File: config.mk
export PLATFORM = sky130hd
export DESIGN_NAME = ld3320_init_seq_flat
export DESIGN_NICKNAME = d
export VERILOG_FILES = /design/src/rtl/ld3320_init_seq_if.sv /design/src/rtl/ld3320_init_seq.sv /design/src/flat_wrapper.sv
export SDC_FILE = /design/constraint.sdc
export NUM_CORES = 1
export LEC_CHECK = 0
export CORE_MARGIN = 8
export CORE_UTILIZATION = 45
export CTS_CLUSTER_SIZE = 20
export DETAILED_ROUTE_END_ITERATION = 8
export PLACE_DENSITY = 0.82
export SKIP_CTS_REPAIR_TIMING = 1
export SYNTH_ARGS = -nofsm -noshare
export SYNTH_HDL_FRONTEND = slang
export SYNTH_SLANG_ARGS = --single-unit
File: constraint.sdc
create_clock -name clk_d3 -period 2.4 [get_ports clk_d3]
set_input_delay 0.48 -clock clk_d3 [delete_from_list [all_inputs] [get_ports clk_d3]]
set_output_delay 0.48 -clock clk_d3 [all_outputs]
set_load 0.02 [all_outputs]
File: src/rtl/ld3320_init_seq_if.sv
// Register-write bus between the LD3320 init sequencer (master) and the bus write engine (slave).
interface ld3320_init_seq_if;
  logic       wr_req;
  logic [7:0] wr_addr;
  logic [7:0] wr_data;
  logic       wr_ack;

  modport master (output wr_req, output wr_addr, output wr_data, input wr_ack);
  modport slave  (input wr_req, input wr_addr, input wr_data, output wr_ack);
endinterface

File: src/rtl/ld3320_init_seq.sv
// LD3320 power-up sequencer: chip reset pulse, settle wait, then walk the register-init table
// issuing writes over a req/ack bus or waiting on programmed delay entries.
module ld3320_init_seq #(
  parameter int       TBL_LEN    = 32,
  parameter int       IDX_W      = 8,
  parameter int       SETTLE_CYC = 1000,
  parameter bit [7:0] DELAY_MARK = 8'hFF,
  parameter int       DELAY_UNIT = 256,
  parameter int       ACK_TO     = 4095,
  parameter int       CNT_W      = 24
) (
  input  logic              clk_d3,
  input  logic              sys_rstn,
  input  logic              start,
  output logic              rst_ena,
  input  logic              rst_done,
  output logic [IDX_W-1:0]  tbl_idx,
  input  logic [7:0]        tbl_addr,
  input  logic [7:0]        tbl_data,
  ld3320_init_seq_if.master wr_bus,
  output logic              busy,
  output logic              done,
  output logic              err
);

  typedef enum logic [3:0] {
    S_IDLE     = 4'd0,
    S_RST      = 4'd1,
    S_RST_WAIT = 4'd2,
    S_SETTLE   = 4'd3,
    S_FETCH    = 4'd4,
    S_WRITE    = 4'd5,
    S_DELAY    = 4'd6,
    S_DONE     = 4'd7,
    S_ERR      = 4'd8
  } state_t;

  localparam logic [CNT_W-1:0] CNT_ZERO  = {CNT_W{1'b0}};
  localparam logic [CNT_W-1:0] CNT_ONE   = {{(CNT_W-1){1'b0}}, 1'b1};
  localparam logic [CNT_W-1:0] SETTLE_LD = CNT_W'(SETTLE_CYC - 1);
  localparam logic [CNT_W-1:0] ACK_LD    = CNT_W'(ACK_TO);
  localparam logic [CNT_W-1:0] UNIT_C    = CNT_W'(DELAY_UNIT);
  localparam logic [IDX_W-1:0] TBL_END   = IDX_W'(TBL_LEN);
  localparam logic [IDX_W-1:0] IDX_ONE   = {{(IDX_W-1){1'b0}}, 1'b1};

  state_t           state_r;
  state_t           state_nx_s;
  logic [CNT_W-1:0] cnt_r;
  logic             cnt_zero_s;
  logic             tbl_end_s;
  logic             is_delay_s;
  logic             zero_delay_s;
  logic [CNT_W-1:0] delay_ld_s;
  logic             rst_ena_nx_s;
  logic             wr_req_nx_s;
  logic             busy_nx_s;
  logic             done_nx_s;
  logic             err_nx_s;

  assign cnt_zero_s   = (cnt_r == CNT_ZERO);
  assign tbl_end_s    = (tbl_idx == TBL_END);
  assign is_delay_s   = (tbl_addr == DELAY_MARK);
  assign zero_delay_s = (tbl_data == 8'h00);
  // Product formed at full counter width so large delay counts never wrap.
  assign delay_ld_s   = ({{(CNT_W-8){1'b0}}, tbl_data} * UNIT_C) - CNT_ONE;

  // State register; status outputs registered from the next state so they track it exactly.
  always_ff @(posedge clk_d3 or negedge sys_rstn) begin
    if (!sys_rstn) begin
      state_r       <= S_IDLE;
      rst_ena       <= 1'b0;
      wr_bus.wr_req <= 1'b0;
      busy          <= 1'b0;
      done          <= 1'b0;
      err           <= 1'b0;
    end else begin
      state_r       <= state_nx_s;
      rst_ena       <= rst_ena_nx_s;
      wr_bus.wr_req <= wr_req_nx_s;
      busy          <= busy_nx_s;
      done          <= done_nx_s;
      err           <= err_nx_s;
    end
  end

  // Next-state decode.
  always_comb begin
    state_nx_s = state_r;
    case (state_r)
      S_IDLE, S_DONE, S_ERR: begin
        if (start) state_nx_s = S_RST;
        else       state_nx_s = state_r;
      end
      S_RST:      state_nx_s = S_RST_WAIT;
      S_RST_WAIT: begin
        if (rst_done) state_nx_s = S_SETTLE;
        else          state_nx_s = S_RST_WAIT;
      end
      S_SETTLE: begin
        if (cnt_zero_s) state_nx_s = S_FETCH;
        else            state_nx_s = S_SETTLE;
      end
      S_FETCH: begin
        if (tbl_end_s)         state_nx_s = S_DONE;
        else if (!is_delay_s)  state_nx_s = S_WRITE;
        else if (zero_delay_s) state_nx_s = S_FETCH;
        else                   state_nx_s = S_DELAY;
      end
      // An ack on the final timeout cycle still counts as a completed write.
      S_WRITE: begin
        if (wr_bus.wr_ack)   state_nx_s = S_FETCH;
        else if (cnt_zero_s) state_nx_s = S_ERR;
        else                 state_nx_s = S_WRITE;
      end
      S_DELAY: begin
        if (cnt_zero_s) state_nx_s = S_FETCH;
        else            state_nx_s = S_DELAY;
      end
      default: state_nx_s = S_IDLE;
    endcase
  end

  // Output decode from the next state, consumed by the output registers.
  always_comb begin
    rst_ena_nx_s = (state_nx_s == S_RST);
    wr_req_nx_s  = (state_nx_s == S_WRITE);
    done_nx_s    = (state_nx_s == S_DONE);
    err_nx_s     = (state_nx_s == S_ERR);
    busy_nx_s    = !((state_nx_s == S_IDLE) || (state_nx_s == S_DONE) || (state_nx_s == S_ERR));
  end

  // Shared wait/timeout counter, table index and latched write payload.
  always_ff @(posedge clk_d3 or negedge sys_rstn) begin
    if (!sys_rstn) begin
      cnt_r          <= CNT_ZERO;
      tbl_idx        <= {IDX_W{1'b0}};
      wr_bus.wr_addr <= 8'h00;
      wr_bus.wr_data <= 8'h00;
    end else begin
      case (state_r)
        S_IDLE, S_DONE, S_ERR: begin
          if (start) tbl_idx <= {IDX_W{1'b0}};
        end
        S_RST_WAIT: begin
          if (rst_done) cnt_r <= SETTLE_LD;
        end
        S_SETTLE: begin
          if (!cnt_zero_s) cnt_r <= cnt_r - CNT_ONE;
        end
        S_FETCH: begin
          if (!tbl_end_s) begin
            if (!is_delay_s) begin
              wr_bus.wr_addr <= tbl_addr;
              wr_bus.wr_data <= tbl_data;
              cnt_r          <= ACK_LD;
            end else if (zero_delay_s) begin
              tbl_idx <= tbl_idx + IDX_ONE;
            end else begin
              cnt_r <= delay_ld_s;
            end
          end
        end
        S_WRITE: begin
          if (wr_bus.wr_ack)   tbl_idx <= tbl_idx + IDX_ONE;
          else if (!cnt_zero_s) cnt_r  <= cnt_r - CNT_ONE;
        end
        S_DELAY: begin
          if (cnt_zero_s) tbl_idx <= tbl_idx + IDX_ONE;
          else            cnt_r   <= cnt_r - CNT_ONE;
        end
        default: begin
          cnt_r <= cnt_r;
        end
      endcase
    end
  end

endmodule

File: src/flat_wrapper.sv
// flat-port wrapper written by rule: the top's interface ports become plain ports
module ld3320_init_seq_flat 
#(
  parameter int       TBL_LEN    = 32,
  parameter int       IDX_W      = 8,
  parameter int       SETTLE_CYC = 1000,
  parameter bit [7:0] DELAY_MARK = 8'hFF,
  parameter int       DELAY_UNIT = 256,
  parameter int       ACK_TO     = 4095,
  parameter int       CNT_W      = 24
)
  (clk_d3, sys_rstn, start, rst_ena, rst_done, tbl_idx, tbl_addr, tbl_data, busy, done, err, wr_bus_wr_req, wr_bus_wr_addr, wr_bus_wr_data, wr_bus_wr_ack);
  ld3320_init_seq_if wr_bus_i ();
  input  logic clk_d3;
  input  logic sys_rstn;
  input  logic start;
  output logic rst_ena;
  input  logic rst_done;
  output logic [IDX_W-1:0] tbl_idx;
  input  logic [7:0] tbl_addr;
  input  logic [7:0] tbl_data;
  output logic busy;
  output logic done;
  output logic err;
  output wire logic [$bits(wr_bus_i.wr_req)-1:0] wr_bus_wr_req;
  output wire logic [$bits(wr_bus_i.wr_addr)-1:0] wr_bus_wr_addr;
  output wire logic [$bits(wr_bus_i.wr_data)-1:0] wr_bus_wr_data;
  input wire logic [$bits(wr_bus_i.wr_ack)-1:0] wr_bus_wr_ack;
  assign wr_bus_wr_req = wr_bus_i.wr_req;
  assign wr_bus_wr_addr = wr_bus_i.wr_addr;
  assign wr_bus_wr_data = wr_bus_i.wr_data;
  assign wr_bus_i.wr_ack = wr_bus_wr_ack;
  ld3320_init_seq #(.TBL_LEN(TBL_LEN), .IDX_W(IDX_W), .SETTLE_CYC(SETTLE_CYC), .DELAY_MARK(DELAY_MARK), .DELAY_UNIT(DELAY_UNIT), .ACK_TO(ACK_TO), .CNT_W(CNT_W)) u_core (.clk_d3(clk_d3), .sys_rstn(sys_rstn), .start(start), .rst_ena(rst_ena), .rst_done(rst_done), .tbl_idx(tbl_idx), .tbl_addr(tbl_addr), .tbl_data(tbl_data), .wr_bus(wr_bus_i), .busy(busy), .done(done), .err(err));
endmodule
# After elaboration in Yosys (flattened, before gate mapping)
# Index checks and enable logic that the tools add are counted.
dict set report totals {
  elab_cells 76
  regBits 57
}
dict set report classes {
  eq_ne 23
  n_reduce_logical 14
  add_sub_neg 3
  mux 24
  bitwise_logic 2
}
# op count
set ops {}
lappend ops {{$mux 24} 6}
lappend ops {{$pmux 24 s4} 1}
lappend ops {{$mux 8} 6}
lappend ops {{$pmux 8 s4} 1}
lappend ops {{$pmux 4 s7} 1}
lappend ops {{$eq 4x3->1 const B} 6}
lappend ops {{$logic_not 24->1} 1}
lappend ops {{$sub 24x1->24 const B} 1}
lappend ops {{$mux 4} 5}
lappend ops {{$sub 16x1->17 const B} 1}
lappend ops {{$ne 2x2->1 const B} 5}
lappend ops {{$add 8x1->8 const B} 1}
lappend ops {{$eq 4x1->1 const B} 2}
lappend ops {{$eq 4x2->1 const B} 2}
lappend ops {{$eq 4x4->1 const B} 2}
lappend ops {{$eq 8x6->1 const B} 1}
lappend ops {{$eq 8x8->1 const B} 1}
lappend ops {{$logic_not 4->1} 2}
lappend ops {{$logic_not 8->1} 1}
lappend ops {{$reduce_bool 4->1} 2}
lappend ops {{$reduce_and 7->1} 1}
lappend ops {{$ne 2x1->1 const B} 3}
lappend ops {{$reduce_and 5->1} 1}
lappend ops {{$mux 2} 2}
lappend ops {{other kinds (9)} 11}

# Depth between registers and ports, before layout
dict set report depth {
  word_depth 9
  depth_mapped 10
  depth_no_buf 8
}

# Worst setup path after synthesis
# OpenSTA, ideal clock, no wires.
dict set report synth_path {
  path_kind {register to register}
  startpoint {register u_core.cnt_r[0]}
  endpoint {register u_core.busy}
  setup_slack_ps -79
  t_arrival_ps 2402
  n_path_buf 0
  synth_period_minus_slack_ps 2479
  path_stages_with_launch 9
  path_cell_list {dfrtp_1 -> inv_1 -> ha_1 -> or4b_4 -> nor4_4 -> nand2_1 -> a2111oi_4 -> and3b_1 -> a21oi_1}
}
dict set report synth_via {
  elab_chain_len 8
}
# element line_no
set synth_rtl {}
lappend synth_rtl {{start: declaration} ld3320_init_seq.sv:48} ;# logic [CNT_W-1:0] cnt_r;
lappend synth_rtl {{start signal: assignment} ld3320_init_seq.sv:148} ;# if (!cnt_zero_s) cnt_r <= cnt_r - CNT_ONE;
lappend synth_rtl {{start signal: assignment} ld3320_init_seq.sv:159} ;# cnt_r <= delay_ld_s;
lappend synth_rtl {{start signal: assignment} ld3320_init_seq.sv:165} ;# else if (!cnt_zero_s) cnt_r <= cnt_r - CNT_ONE;
lappend synth_rtl {{$logic_not 24->1 *} ld3320_init_seq.sv:60} ;# assign cnt_zero_s = (cnt_r == CNT_ZERO);
lappend synth_rtl {{$mux 4} ld3320_init_seq.sv:112} ;# else if (cnt_zero_s) state_nx_s = S_ERR;
lappend synth_rtl {{$mux 4} ld3320_init_seq.sv:111} ;# if (wr_bus.wr_ack) state_nx_s = S_FETCH;
lappend synth_rtl {{$pmux 4 s7 *} ld3320_init_seq.sv:89} ;# case (state_r)
lappend synth_rtl {{$eq 4x3->1 *} -}
lappend synth_rtl {{named net u_core.done_nx_s} ld3320_init_seq.sv:57} ;# logic done_nx_s;
lappend synth_rtl {{$logic_or 1x1->1 * (2 in a row)} ld3320_init_seq.sv:129} ;# busy_nx_s = !((state_nx_s == S_IDLE) || (state_nx_s == S_DONE) || (state_nx_s == S_ERR));
lappend synth_rtl {{$logic_not 1->1 *} ld3320_init_seq.sv:129}
lappend synth_rtl {{named net u_core.busy_nx_s} ld3320_init_seq.sv:56} ;# logic busy_nx_s;
lappend synth_rtl {{end signal: assignment} ld3320_init_seq.sv:80} ;# busy <= busy_nx_s;
lappend synth_rtl {{end: declaration} ld3320_init_seq.sv:21} ;# output logic busy,
# The timed path passes the listed nets; every way through them passes the cells marked *.
# A chain may end at the register's enable or synchronous reset.

# Worst setup path in the final report
dict set report layout_path {
  startpoint {register u_core.cnt_r[0]}
  endpoint {register u_core.tbl_idx[5]}
}
dict set report layout_via {
  elab_chain_len 3
}
# element line_no
set layout_rtl {}
lappend layout_rtl {{$logic_not 24->1} ld3320_init_seq.sv:60}
lappend layout_rtl {{$ne 2x1->1 (no source line)} -}
lappend layout_rtl {{$reduce_and 7->1 (no source line)} -}
lappend layout_rtl {{end signal: assignment} ld3320_init_seq.sv:136} ;# tbl_idx <= {IDX_W{1'b0}};
lappend layout_rtl {{end signal: assignment} ld3320_init_seq.sv:142} ;# if (start) tbl_idx <= {IDX_W{1'b0}};
lappend layout_rtl {{end signal: assignment} ld3320_init_seq.sv:157} ;# tbl_idx <= tbl_idx + IDX_ONE;
lappend layout_rtl {{end: declaration} ld3320_init_seq.sv:17} ;# output logic [IDX_W-1:0] tbl_idx,
# Every way passes these cells.

==> impl_metrics.json <==
{
  "grt_antenna_before_repair": 0,
  "io_pins": 50,
  "first_global_vias": 3187,
  "core_sq_um": 7210,
  "ys_ff_latch": 57,
  "setup_tns_ns": -4.27,
  "layout-drive-gt1-share_pct": 33.2,
  "io_buffer_count": 49,
  "overflow": 0,
  "vias_per_cell": 6.22,
  "drv_slew": 0,
  "wl_mm": 11.6,
  "drv_cap": 0,
  "setup_viol": 34,
  "rsz0062_at_grt": "true",
  "vdd_drop_max_v": 0.000661,
  "h-tree-depth": 3,
  "initial_utilization_pct": 46.0,
  "p_leak_nw": 2.07,
  "clock_path_buffers": 2,
  "cts_tree": "built",
  "hpwl_mm": 6.77,
  "syn_nets": 382,
  "cp.required_ns": 2.69,
  "firstDrtPassIters": 5,
  "path_class": "register to register",
  "drtAntennaViolNets": 0,
  "synth_warnings": 0,
  "max_freq_ghz": 0.377,
  "cts.sinks": 57,
  "cpMaxStageDelayCell": "or4b_4",
  "first_iter_violations": 523,
  "synth.area.top_cells": "dfrtp_1 (43%), mux2_2 (5.4%), o21ai_0 (4.8%)",
  "avgSynthCellArea_sq_um": 9.29,
  "async_flop_share_pct": 100,
  "yosys_most_used_dff": "dfrtp_1",
  "path_clk_slew_ns": 0.07,
  "syn_to_final_growth_pct": 48.9,
  "hold_viol": 0,
  "cts_made_buffers": 9,
  "violations": "negative setup slack",
  "synth_top_area_share_pct": 43.0,
  "r2r-start": "u_core.cnt_r[0]",
  "die_w_um": 102,
  "synth_cell_types": 56,
  "worst_clock_skew_ns": 0.00854,
  "finalNetCount": 499,
  "antenna-diode-count": 0,
  "route.vias.total": 3595,
  "setup.worst_path.start": "u_core.cnt_r[0]",
  "path_max_fanout": 7,
  "fp.dieH_um": 102,
  "worstSkewPairLatency_ns": 0.36,
  "grt_pass1_wl_mm": 15.3,
  "r2r_setup_slack_ns": -0.25,
  "fin_crit_sh_pct": 111,
  "critical_path_arrival_ns": 2.94,
  "hold_class": "input pin to asynchronous set/reset pin",
  "remaining_drc_errors": 0,
  "reg2regPathDepth": 10,
  "tightest_slew_ns": 0.881,
  "r2r_end": "u_core.tbl_idx[5]",
  "dieArea_sq_um": 10400,
  "synth_area_sq_um": 3320,
  "critPathCaptureType": "register",
  "critPathMaxStageDelay_ns": 0.49,
  "layout_setup_ws_ns": -0.253,
  "synth_edf_count": 0,
  "power.density_nw_per_um2": 991,
  "path_cells": "inv_2 -> ha_4 -> or4b_4 -> nor4_4 -> buf_4 -> nand2_4 -> a2111oi_4 -> buf_4 -> nor3_4 -> nor2_1",
  "yosysTopAreaCell": "dfrtp_1",
  "critPathLaunchType": "register",
  "slew_headroom_pct": 40.7,
  "ys_seq_area_share_pct": 43.0,
  "grt_use_total_pct": 18.7,
  "layoutNonFillerInstCount": 578,
  "syn_inst": 357,
  "grt_max_degree": 58,
  "wl_per_cell_um": 20.1,
  "place_ws_ns": -0.639,
  "rows": 31,
  "root_buffer": "clkbuf_8",
  "period_minus_slack_ns": 2.65,
  "dpl.cell_count": 550,
  "run_status": "finished with violations",
  "place.gp.congestion": 0.933,
  "crit_path_frequent_cell": "buf_4"
}
==> final cells by class <==
class,instances,area [sq um]
inverters,14,52.6
multi-input cells,270,2030
well taps,99,124
clock buffers,11,141
repair buffers,122,1110
fillers,522,2280
flip-flops and latches,57,1430
clock inverters,5,55.1
==> logic make-up after synthesis <==
kind of cell    after synthesis  synth area share, %
buf+inv                      30                 3.85
simple gates                132                 22.1
mux                          17                 5.74
xor+xnor                     11                 2.91
compound gates              106                 20.9
fa+ha+maj                     4                 1.51
flops                        57                 43.0
==> worst max-delay path, delay by kind of cell (launching register included) <==
family / cells / cell delay [ns]
fa+ha+maj: 1 / 0.12
compound gates: 1 / 0.46
simple gates: 5 / 1.08
flops: 1 / 0.39
buf+inv: 3 / 0.53
==> metal layers <==
metal	vias to the layer above	track usage, %	routed length (um)
met3	59	6.61	1110
met4	0	8.35	546
met5	-	0	0
li1	1566	-	-
met1	1723	22.9	4370
met2	247	29.1	5600
==> power by group <==
part | switching, mW | internal (mW) | leakage, nW
Clock | 0.414 | 0.504 | 0.0953
Combinational | 1.48 | 1.19 | 1.23
Sequential | 0.128 | 1.17 | 0.738
Total | 2.03 | 2.87 | 2.07
==> registers in the layout (all words and copies together), names as in the netlist <==
name,count
u_core.wr_bus.wr_addr,8
u_core.done,1
u_core.state_r,4
u_core.wr_bus.wr_data,8
u_core.tbl_idx,8
u_core.busy,1
u_core.wr_bus.wr_req,1
u_core.err,1
u_core.cnt_r,24
u_core.rst_ena,1
==> worst max-delay path by stage <==
stage / cells after the start / to
after detailed placement: 10 / u_core.tbl_idx[7]
final: 10 / u_core.tbl_idx[5]
after CTS: 10 / u_core.tbl_idx[7]
after global routing: 10 / u_core.tbl_idx[5]
after global placement: 10 / u_core.tbl_idx[7]
after floorplan: 8 / u_core.busy
==> metrics by stage <==
stage	area (sq um)	util (%)	power [mW]	hold WS, ns
2_1_floorplan	3340	-	2.47	0.184
3_3_place_gp	4340	60.2	3.27	0.489
3_5_place_dp	4340	60.2	3.33	0.497
4_1_cts	4540	62.9	4.26	0.294
5_1_grt	4940	68.5	5.14	0.329
6_report	4940	68.5	4.89	0.272
==> cells in the mapped netlist (4+ instances only) <==
cell / instances
ha_1: 4
nor2_1: 35
xnor2_1: 8
a31oi_1: 9
nand2b_1: 5
nand3_1: 14
o21ai_0: 32
a21oi_1: 29
nor3_1: 14
clkbuf_1: 9
buf_2: 6
nand2_1: 25
dfrtp_1: 57
inv_1: 14
nand4_1: 6
mux2_2: 16
a211oi_1: 4
==> cells in the final DEF, fill, tap and decap left out, types with 3 or more instances in the layout <==
cell type / count
a211oi_2: 3
a21oi_1: 21
a21oi_2: 6
a22o_1: 3
a31oi_1: 7
a32o_1: 3
buf_4: 62
buf_6: 7
clkbuf_8: 10
clkdlybuf4s50_1: 46
dfrtp_1: 57
inv_1: 10
inv_2: 4
mux2_2: 16
nand2_1: 24
nand2b_1: 5
nand3_1: 14
nand4_1: 6
nor2_1: 33
nor2b_1: 3
nor3_1: 14
nor4_1: 3
o21ai_0: 14
o21ai_1: 8
o21ai_2: 11
o31ai_1: 3
or3_1: 3
or4_1: 3
xnor2_1: 8
xor2_1: 3
Power figures use the tool's default switching activity.
==> RTL edit: new RTL, config.mk and constraints unchanged <==
Put one more register stage on the output `err`, without a reset. The value now appears one clock later. The other outputs are not delayed to match.
--- a/src/rtl/ld3320_init_seq.sv
+++ b/src/rtl/ld3320_init_seq.sv
@@ -43,6 +43,8 @@
   localparam logic [IDX_W-1:0] TBL_END   = IDX_W'(TBL_LEN);
   localparam logic [IDX_W-1:0] IDX_ONE   = {{(IDX_W-1){1'b0}}, 1'b1};
 
+  logic err_s0;
+
   state_t           state_r;
   state_t           state_nx_s;
   logic [CNT_W-1:0] cnt_r;
@@ -72,14 +74,14 @@
       wr_bus.wr_req <= 1'b0;
       busy          <= 1'b0;
       done          <= 1'b0;
-      err           <= 1'b0;
+      err_s0        <= 1'b0;
     end else begin
       state_r       <= state_nx_s;
       rst_ena       <= rst_ena_nx_s;
       wr_bus.wr_req <= wr_req_nx_s;
       busy          <= busy_nx_s;
       done          <= done_nx_s;
-      err           <= err_nx_s;
+      err_s0        <= err_nx_s;
     end
   end
 
@@ -175,5 +177,9 @@
     end
   end
 
+  always_ff @(posedge clk_d3) begin
+    err <= err_s0;
+  end
+
 endmodule
 
Formal check against the unedited RTL: no difference found for any inputs over 10 cycles, from zero or initial values and one cycle with sys_rstn low; that may be too few to reach the edited logic, so the function may still have changed.
==> RTL edit against the original RTL <==
The flow still finishes with violations (negative setup slack). Non-clock buffer count is 4 lower. Design area up 1.3%. Highest routed layer unchanged. Sequential cell count rose by 1. Area after synthesis up 0.60%. Via count increased by 1.9%. Critical path depth is 1 lower. Routed wire length increased by 1.7%. Worst setup slack worse by 0.053 ns. Total power grew 6.0%. First-iteration DRC count rose by 16%. Cell count down 0.52%.
==> RTL edit: results (changes against the original RTL) <==
[finish]
nNetsFinal=496  ; was 499
seq_area_share_pct=28.9  ; about the same
n_all_buffers=118  ; was 122
fillerInstances=479  ; was 522
top_register=u_core.cnt_r  ; unchanged
clockNetworkAreaShare_pct=4.53  ; was 3.98%
final_area_mm2=0.00500  ; was 0.00494 mm^2
drive_gt1_share_pct=33.8  ; was 33.2%
bufAreaShareNonClock_pct=22.3  ; was 22.5%
multi_input_area_mm2=0.00204  ; was 0.00203 mm^2
largest_reg_flops=24  ; unchanged

[critical_path]
cp_data_arrival_time_ns=2.99  ; was 2.94 ns
cp_top_family=simple AND/OR/NAND/NOR gates  ; unchanged
crit_path_max_incr_delay_ns=0.50
r2r_cells=9  ; was 10
path_max_fanout=3  ; was 7

[yosys]
syn_nets=383  ; was 382
synth_area_per_cell_um2=9.32  ; was 9.29 um^2
synth_cell_types=57  ; was 56
synth_commonest_cells=dfrtp_1, nor2_1, o21ai_0, a21oi_1, nand2_1  ; unchanged
synth_area_leaders=dfrtp_1, mux2_2, o21ai_0  ; unchanged
yosysSeqAreaShare_pct=43.4  ; was 43.0%
async_reset_ff_share_pct=98.3  ; was 100%
synth_flop_cell=dfrtp_1  ; unchanged

[status]
violations=negative setup slack  ; unchanged
status=finished with violations  ; unchanged

[clock_network]
cts_made_buffers=9  ; unchanged
cts_max_level=3  ; unchanged
cts.sink_count=58  ; was 57
clock_latency_ns=0.37
clk_pin_slew_ns=0.08

[place]
dp.cells=540  ; was 550
placed_area_mm2=0.00431  ; was 0.00434 mm^2
place_ws_ns=-0.610  ; was -0.639 ns
gp_congestion=0.922  ; was 0.933
dpl.hpwl_mm=6.99  ; was 6.77 mm

[power]
ir_drop_mv=0.879  ; was 0.661 mV
p_leak_nw=2.11  ; was 2.07 nW

[detailed_routing]
wl_per_cell_um=20.6  ; was 20.1 um
met3_length_mm=1.15  ; was 1.11 mm
highest_layer=met4  ; unchanged
m1WireLength_mm=4.39  ; was 4.37 mm
vias=3662  ; was 3,595
first_pass_iters=6  ; was 5
via_per_inst=6.37  ; was 6.22
dr_wl_met2_mm=5.73  ; was 5.60 mm
drtIter0Drc=609  ; was 523

[grt]
grt_max_degree=35  ; was 58
use_met3_pct=6.47  ; was 6.61%
met1_usage_pct=23.1  ; was 22.9%
grt_pass1_vias=3341  ; was 3,187
met2_usage_pct=31.2  ; was 29.1%
grt.total_usage_pct=19.5  ; was 18.7%
grt_pass1_wl_mm=15.9  ; was 15.3 mm

[timing]
setup_slack_ns=-0.306  ; was -0.253 ns
timing.setup.tns_ns=-6.04  ; was -4.27 ns
tightest_slew_ns=0.601  ; was 0.881 ns
finalSetupViolations=36  ; was 34
fin_skew_ns=0.0101  ; was 0.00854 ns

[hold_path]
hold_class=in -> async  ; unchanged

[RTL edit: cell types whose count changed in the layout (fill, tap and decap cells not counted), moves of 3 or more]
| cell | before | now |
|---|---|---|
| a211oi_1 | 1 | 4 |
| a211oi_2 | 3 | 0 |
| a21oi_2 | 6 | 9 |
| buf_12 | 1 | 4 |
| buf_4 | 62 | 56 |
| clkinv_4 | 0 | 3 |
| nand2_2 | 0 | 3 |
| nor2_1 | 33 | 28 |
| nor2_2 | 0 | 5 |
[RTL edit: path summary, 6_finish.rpt]
kind / start / endpoint / slack (ns)
worst min-delay path: sys_rstn / u_core.cnt_r[18]$_DFFE_PN0P_ / 0.12
worst max-delay path: u_core.cnt_r[0]$_DFFE_PN0P_ / u_core.busy$_DFF_PN0_ / -0.31
max in group asynchronous: sys_rstn / u_core.state_r[2]$_DFF_PN0_ / 1.70
min in group clk_d3: u_core.err_s0$_DFF_PN0_ / u_core.err$_DFF_P_ / 0.35
worst max register to register: u_core.cnt_r[0]$_DFFE_PN0P_ / u_core.busy$_DFF_PN0_ / -0.31
worst min register to register: u_core.err_s0$_DFF_PN0_ / u_core.err$_DFF_P_ / 0.35
[RTL edit: report_power, final]
part / internal [mW] / leakage [nW] / switching [mW]
logic: 1.28 / 1.26 / 1.51
registers: 1.18 / 0.746 / 0.143
clock network: 0.593 / 0.110 / 0.474
[RTL edit: cell families (layout without fill, tap and decap cells)]
family / after synthesis / count (layout) / share of synthesized area, %
simple gates: 132 / 132 / 21.9
compound gates: 106 / 106 / 20.8
flops: 58 / 58 / 43.4
buf+inv: 30 / 148 / 3.83
mux: 17 / 17 / 5.70
xor+xnor: 11 / 11 / 2.89
fa+ha+maj: 4 / 4 / 1.50
